==> src/rtl/board_test_led_sequencer.sv <==
// board_test_led_sequencer: debounced pushbutton stepping a 3-LED self-test pattern sequencer
// Ports: clk; rst_n (async assert, active-low); button_press (raw level, async to clk);
//        led_display[2:0] (registered pattern); mode[2:0] (current mode); press_pulse (1-cycle strobe per press)
// Optional: define BOARD_TEST_AUTO_ADVANCE_EN to auto-advance after 16 idle ticks in any mode except OFF.
module board_test_led_sequencer #(
  parameter int DEBOUNCE_CYCLES = 16,
  parameter int BLINK_DIV = 8
) (
  input  logic       clk,
  input  logic       rst_n,
  input  logic       button_press,
  output logic [2:0] led_display,
  output logic [2:0] mode,
  output logic       press_pulse
);
  localparam int DW = $clog2(DEBOUNCE_CYCLES);
  localparam int PW = $clog2(BLINK_DIV);
  typedef enum logic [2:0] {OFF = 3'd0, ALL_ON = 3'd1, BLINK = 3'd2, WALK = 3'd3, COUNT = 3'd4} mode_t;
  mode_t state, state_next;
  logic s1, s2, debounced, accept, rise, tick, advance, changed;
  logic [DW-1:0] deb_cnt;
  logic [PW-1:0] presc;
  logic [2:0] step, led_next;
  assign mode = state;
  always_ff @(posedge clk or negedge rst_n)
    if (!rst_n) begin
      s1 <= 1'b0;
      s2 <= 1'b0;
    end else begin
      s1 <= button_press;
      s2 <= s1;
    end
  // Accept the new level once it has differed for DEBOUNCE_CYCLES consecutive edges.
  assign accept = s2 != debounced && deb_cnt == DW'(DEBOUNCE_CYCLES - 1);
  assign rise = accept && s2;
  always_ff @(posedge clk or negedge rst_n)
    if (!rst_n) begin
      debounced <= 1'b0;
      deb_cnt <= '0;
    end else if (s2 == debounced) begin
      deb_cnt <= '0;
    end else if (accept) begin
      debounced <= s2;
      deb_cnt <= '0;
    end else begin
      deb_cnt <= deb_cnt + 1'b1;
    end
  assign tick = presc == PW'(BLINK_DIV - 1);
`ifdef BOARD_TEST_AUTO_ADVANCE_EN
  logic [3:0] idle_cnt;
  logic auto_adv;
  assign auto_adv = tick && state != OFF && idle_cnt == 4'd15;
  assign advance = rise || auto_adv;
  always_ff @(posedge clk or negedge rst_n)
    if (!rst_n) idle_cnt <= '0;
    else idle_cnt <= (changed || rise) ? 4'd0 : (tick && state != OFF) ? idle_cnt + 4'd1 : idle_cnt;
`else
  assign advance = rise;
`endif
  assign changed = state_next != state;
  always_ff @(posedge clk or negedge rst_n)
    if (!rst_n) state <= OFF;
    else state <= state_next;
  always_comb
    state_next = state > COUNT ? OFF : !advance ? state : state == COUNT ? OFF : mode_t'(state + 3'd1);
  // A mode change restarts the pattern timing and wins over a coincident tick.
  always_ff @(posedge clk or negedge rst_n)
    if (!rst_n) begin
      presc <= '0;
      step <= '0;
      press_pulse <= 1'b0;
      led_display <= 3'b000;
    end else begin
      presc <= (changed || tick) ? '0 : presc + 1'b1;
      step <= changed ? 3'd0 : !tick ? step : (state == WALK && step == 3'd2) ? 3'd0 : step + 3'd1;
      press_pulse <= rise;
      led_display <= led_next;
    end
  // WALK wraps its step at 3 so the rotation stays aligned; COUNT uses the full 3-bit step.
  always_comb begin
    led_next = 3'b000;
    case (state)
      ALL_ON: led_next = 3'b111;
      BLINK:  led_next = step[0] ? 3'b000 : 3'b111;
      WALK:   led_next = step == 3'd1 ? 3'b010 : step == 3'd2 ? 3'b100 : 3'b001;
      COUNT:  led_next = step;
      default: led_next = 3'b000;
    endcase
  end
endmodule

==> config.mk <==
export PLATFORM = sky130hd
export DESIGN_NAME = board_test_led_sequencer
export DESIGN_NICKNAME = d
export VERILOG_FILES = /design/src/rtl/board_test_led_sequencer.sv
export SDC_FILE = /design/constraint.sdc
export NUM_CORES = 1
export LEC_CHECK = 0
export ABC_AREA = 0
export CORE_UTILIZATION = 49
export CTS_CLUSTER_SIZE = 14
export DETAILED_ROUTE_END_ITERATION = 7
export PLACE_DENSITY = 0.73
export SETUP_SLACK_MARGIN = 0.3
export SYNTH_ARGS = -nofsm -noshare
export SYNTH_HDL_FRONTEND = slang
export SYNTH_SLANG_ARGS = --single-unit
export TNS_END_PERCENT = 5
==> constraint.sdc <==
create_clock -name clk -period 1.5 [get_ports clk]
set_input_delay 0.3 -clock clk [delete_from_list [all_inputs] [get_ports clk]]
set_output_delay 0.3 -clock clk [all_outputs]
set_load 0.05 [all_outputs]
==> metrics.md <==
| Metric | Value |
|---|---|
| Source-to-sink clock delay at the later pin of the worst-skew pair | around 0.30 ns |
| Depth of the CTS H-tree | 1 |
| Number of standard-cell rows in the floorplan | 15 |
| Fin crit period | 1.49 ns |
| Number of unique standard cell types used by synthesis | 27 |
| Placed insts | 129 |
| Chip width | 46.8 um |
| Maximum clock frequency | 671 MHz |
| Die Area | around 2200 um2 |
| Die Height | 46.8 um |
| Cell type of the slowest stage on the worst timing path | sky130_fd_sc_hd__dfrtp_2 |
| Routability cong. | a little under 0.8 |
| Element type at the critical path start | flop |
| Sequential area share after synthesis | 50.8% |
| Number of standard cells in the final layout excluding fillers | 136 |
| TritonRoute pass-1 iters | 5 |
| Total number of clock tree sinks | 20 |
| Static Leak | 0.576 nW |
| CTS Buf Count | 3 |
| Routed WL per cell | 16.2 um |
| Transition time at the pin with the least slew margin | around 0.33 ns |
| Number of warnings reported in the yosys synthesis log | 0 |
| Total of flip-flops plus latches after synthesis | 20 |
| Setup Viol. Count Final | 0 |
| Worst setup path start | mode[0] |
| Number of antenna-violating nets in the routed design | 0 |
| Ports placed on the boundary | 10 |
| Max rail drop VDD | 0.000546 V |
| Max-slew headroom | between 70 and 80% |
| Post-synthesis net count | 103 |
| Standard cell core area | 1800 um2 |
| Hold-fix buffers at CTS | 0 |
| Starting density of the core | between 50% and 60% |
| FF-to-FF Start | mode[0] |
| Cell repeated most along the worst path | sky130_fd_sc_hd__ha_4 |
| Endpoint arrival time on the critical path | between 1.5 and 2 ns |
| Gate count after technology mapping | 89 |
| Via count | 765 |
| Detailed router's first-iteration violation count | 9 |
| Area growth from synthesis to layout | 39.6% |
| Power density over the cells | 640 nW/um2 |
| Crit Path Max Fanout | 4 |
| Via-per-instance ratio | approximately 5.6 |
| Final period utilization | 99.4% |
| Max Transition Viols Final | 0 |
| Longest Clk Path Bufs | 2 |
| Hold/Removal Path Class | primary input to async pin |
| Most frequent standard cell in the layout excluding fill and tap cells | sky130_fd_sc_hd__dfrtp_1 |
| Worst Clk Skew | 0.0107 ns |
| Number of antenna violations at the first check in global routing | 0 |
| All-Layer GR Usage | 19.7% |
| Pin count of the biggest net entering global routing | 21 |
| Vias in the first global route | 683 |
| Data required, critical path | roughly 1.7 ns |
| CP peak stage delay | 0.47 ns |
| Setup repair after global routing missed its margin | yes |
| Critical path cell sequence | ha_4, ha_4, or4_1, o21ai_1 |
| Port Buf Inserts | 9 |
| Synthesized area divided by synthesized cell count | approximately 11 um2 |
| Clock tree from TritonCTS | built |
| Total DRC errors in the routed layout | 0 |
| Top delay family on crit path | flip-flops |
| Buf/Inv on CP | 0 |
| Detailed Route WL | 2.20 mm |
| Overall power | 0.881 mW |
| Kind of end point of the critical path | flop |
| Fraction of layout cells with a size suffix above 1 | 35.1% |
| Number of nets in the finished design | 126 |
| Status | complete, no violations |
| Final global-route overflow total | 0 |
| Max-cap violations | 0 |
| First-pass GRT wire length | 2.92 mm |
| Highest-count cells in the layout ignoring fill and taps | 17 x sky130_fd_sc_hd__dfrtp_1, 7 x sky130_fd_sc_hd__buf_12, 7 x sky130_fd_sc_hd__buf_4, 6 x sky130_fd_sc_hd__ha_1, 5 x sky130_fd_sc_hd__nand3_1 |
| Final hold violation count | 0 |
| Synth Cell Area | 985 um2 |
| Master cell of the clock root buffer | sky130_fd_sc_hd__clkbuf_4 |
| Register clock-pin slew on the reported worst setup and hold paths | 0.11 ns |
| Worst Path Class, Setup | flop to flop |
| Ant. Diodes | 0 |
| HPWL after detailed placement | 1.41 mm |
## Yosys cell counts
| cell type | n | area, um2 |
|---|---|---|
| sky130_fd_sc_hd__nor3b_1 | 2 | 15.0 |
| sky130_fd_sc_hd__mux2_2 | 1 | 11.3 |
| sky130_fd_sc_hd__clkbuf_1 | 1 | 3.75 |
| sky130_fd_sc_hd__or4_1 | 1 | 7.51 |
| sky130_fd_sc_hd__o21ai_1 | 1 | 5.00 |
| sky130_fd_sc_hd__a211o_1 | 1 | 8.76 |
| sky130_fd_sc_hd__nand3b_1 | 3 | 22.5 |
| sky130_fd_sc_hd__ha_1 | 11 | 138 |
| sky130_fd_sc_hd__and3_1 | 1 | 6.26 |
| sky130_fd_sc_hd__nor2_1 | 3 | 11.3 |
| sky130_fd_sc_hd__nand4b_1 | 1 | 8.76 |
| sky130_fd_sc_hd__nand3_1 | 5 | 25.0 |
| sky130_fd_sc_hd__nand2_1 | 4 | 15.0 |
| sky130_fd_sc_hd__nor3_1 | 2 | 10.0 |
| sky130_fd_sc_hd__xnor2_1 | 2 | 17.5 |
| sky130_fd_sc_hd__o21ai_0 | 4 | 20.0 |
| sky130_fd_sc_hd__o211ai_1 | 3 | 22.5 |
| sky130_fd_sc_hd__o311ai_1 | 1 | 8.76 |
| sky130_fd_sc_hd__dfrtp_1 | 20 | 500 |
| sky130_fd_sc_hd__mux2i_1 | 1 | 10.0 |
| sky130_fd_sc_hd__nor2b_1 | 2 | 12.5 |
| sky130_fd_sc_hd__a211oi_1 | 1 | 7.51 |
| sky130_fd_sc_hd__nand2b_1 | 4 | 25.0 |
| sky130_fd_sc_hd__nand3_2 | 1 | 10.0 |
| sky130_fd_sc_hd__a21oi_1 | 6 | 30.0 |
| sky130_fd_sc_hd__inv_1 | 6 | 22.5 |
| sky130_fd_sc_hd__or4b_1 | 1 | 10.0 |
## timing repair
action / CTS / global route
buffers inserted: 1 / 2
pin swaps: 3 / 10
resized for setup: 3 / 15
endpoints found under the setup margin: 17 / 17
## cells by family (layout without fill, tap and decap cells)
| kind of cell | Yosys count | after routing | share of synthesized area [%] |
|---|---|---|---|
| AOI/OAI and AO/OA | 17 | 17 | 10.4 |
| and+or+nand+nor | 30 | 30 | 18.2 |
| DFF | 20 | 20 | 50.8 |
| buffers and inverters | 7 | 29 | 2.67 |
| muxes | 2 | 2 | 2.16 |
| xor gates and xnor gates | 2 | 2 | 1.78 |
| adders and majority gates | 11 | 11 | 14.0 |
## registers in the layout (all words and copies together) (netlist names)
register	count
led_display	3
presc	3
debounced	1
step	3
press_pulse	1
deb_cnt	4
mode	3
s2	1
s1	1
## worst paths after layout
| check | to | slack (ns) | cells past startpoint |
|---|---|---|---|
| hold / removal | press_pulse | 0.33 | 2 |
| max in group asynchronous | mode[2] | 0.94 | 2 |
| hold reg to reg | s2 | 0.36 | 0 |
| setup reg to reg | mode[2] | 0.01 | 4 |
| setup / recovery | mode[2] | 0.01 | 4 |
| min in group clk | s2 | 0.36 | 0 |
## routing by layer
metal	global-route usage [%]	part of all wire [%]	wire length, um	up-vias
met4	13.1	4.2	93	0
met1	21.8	41	894	375
met5	0	0	0	-
li1	-	-	-	362
met3	2.69	2.5	56	10
met2	35.0	53	1160	18
## report_power, final
part / switching (mW) / internal, mW
clock: 0.156 / 0.103
combinational: 0.0297 / 0.0275
sequential: 0.0136 / 0.550
total: 0.199 / 0.681
## area by class of cell
| cell class | instances | area (um2) |
|---|---|---|
| clock buffers | 4 | 26.3 |
| well taps | 25 | 31.3 |
| flip-flops and latches | 20 | 504 |
| inverters | 6 | 25.0 |
| multi-input cells | 62 | 542 |
| repair buffers | 19 | 246 |
| fillers | 113 | 427 |
## worst reg2reg max path, stage by stage, from the launching register on
cell and delay (ns):
sky130_fd_sc_hd__dfrtp_2 0.47, sky130_fd_sc_hd__ha_4 0.18, sky130_fd_sc_hd__ha_4 0.20, sky130_fd_sc_hd__or4_1 0.47, sky130_fd_sc_hd__o21ai_1 0.09
## through the flow
| step | utilization, % | setup WS [ns] | instance area, um2 | setup TNS [ns] | hold slack [ns] |
|---|---|---|---|---|---|
| floorplan | - | -0.108 | 1030 | -0.164 | 0.00441 |
| global placement | 69.7 | 0.0256 | 1260 | 0 | 0.339 |
| detailed placement | 69.7 | -0.0190 | 1260 | -0.0190 | 0.340 |
| CTS | 71.9 | 0.0257 | 1300 | 0 | 0.335 |
| global route | 76.3 | -0.0458 | 1380 | -0.0553 | 0.348 |
| finish | 76.3 | 0.00972 | 1380 | 0 | 0.331 |
No activity file was read; power rests on OpenSTA's default activity.
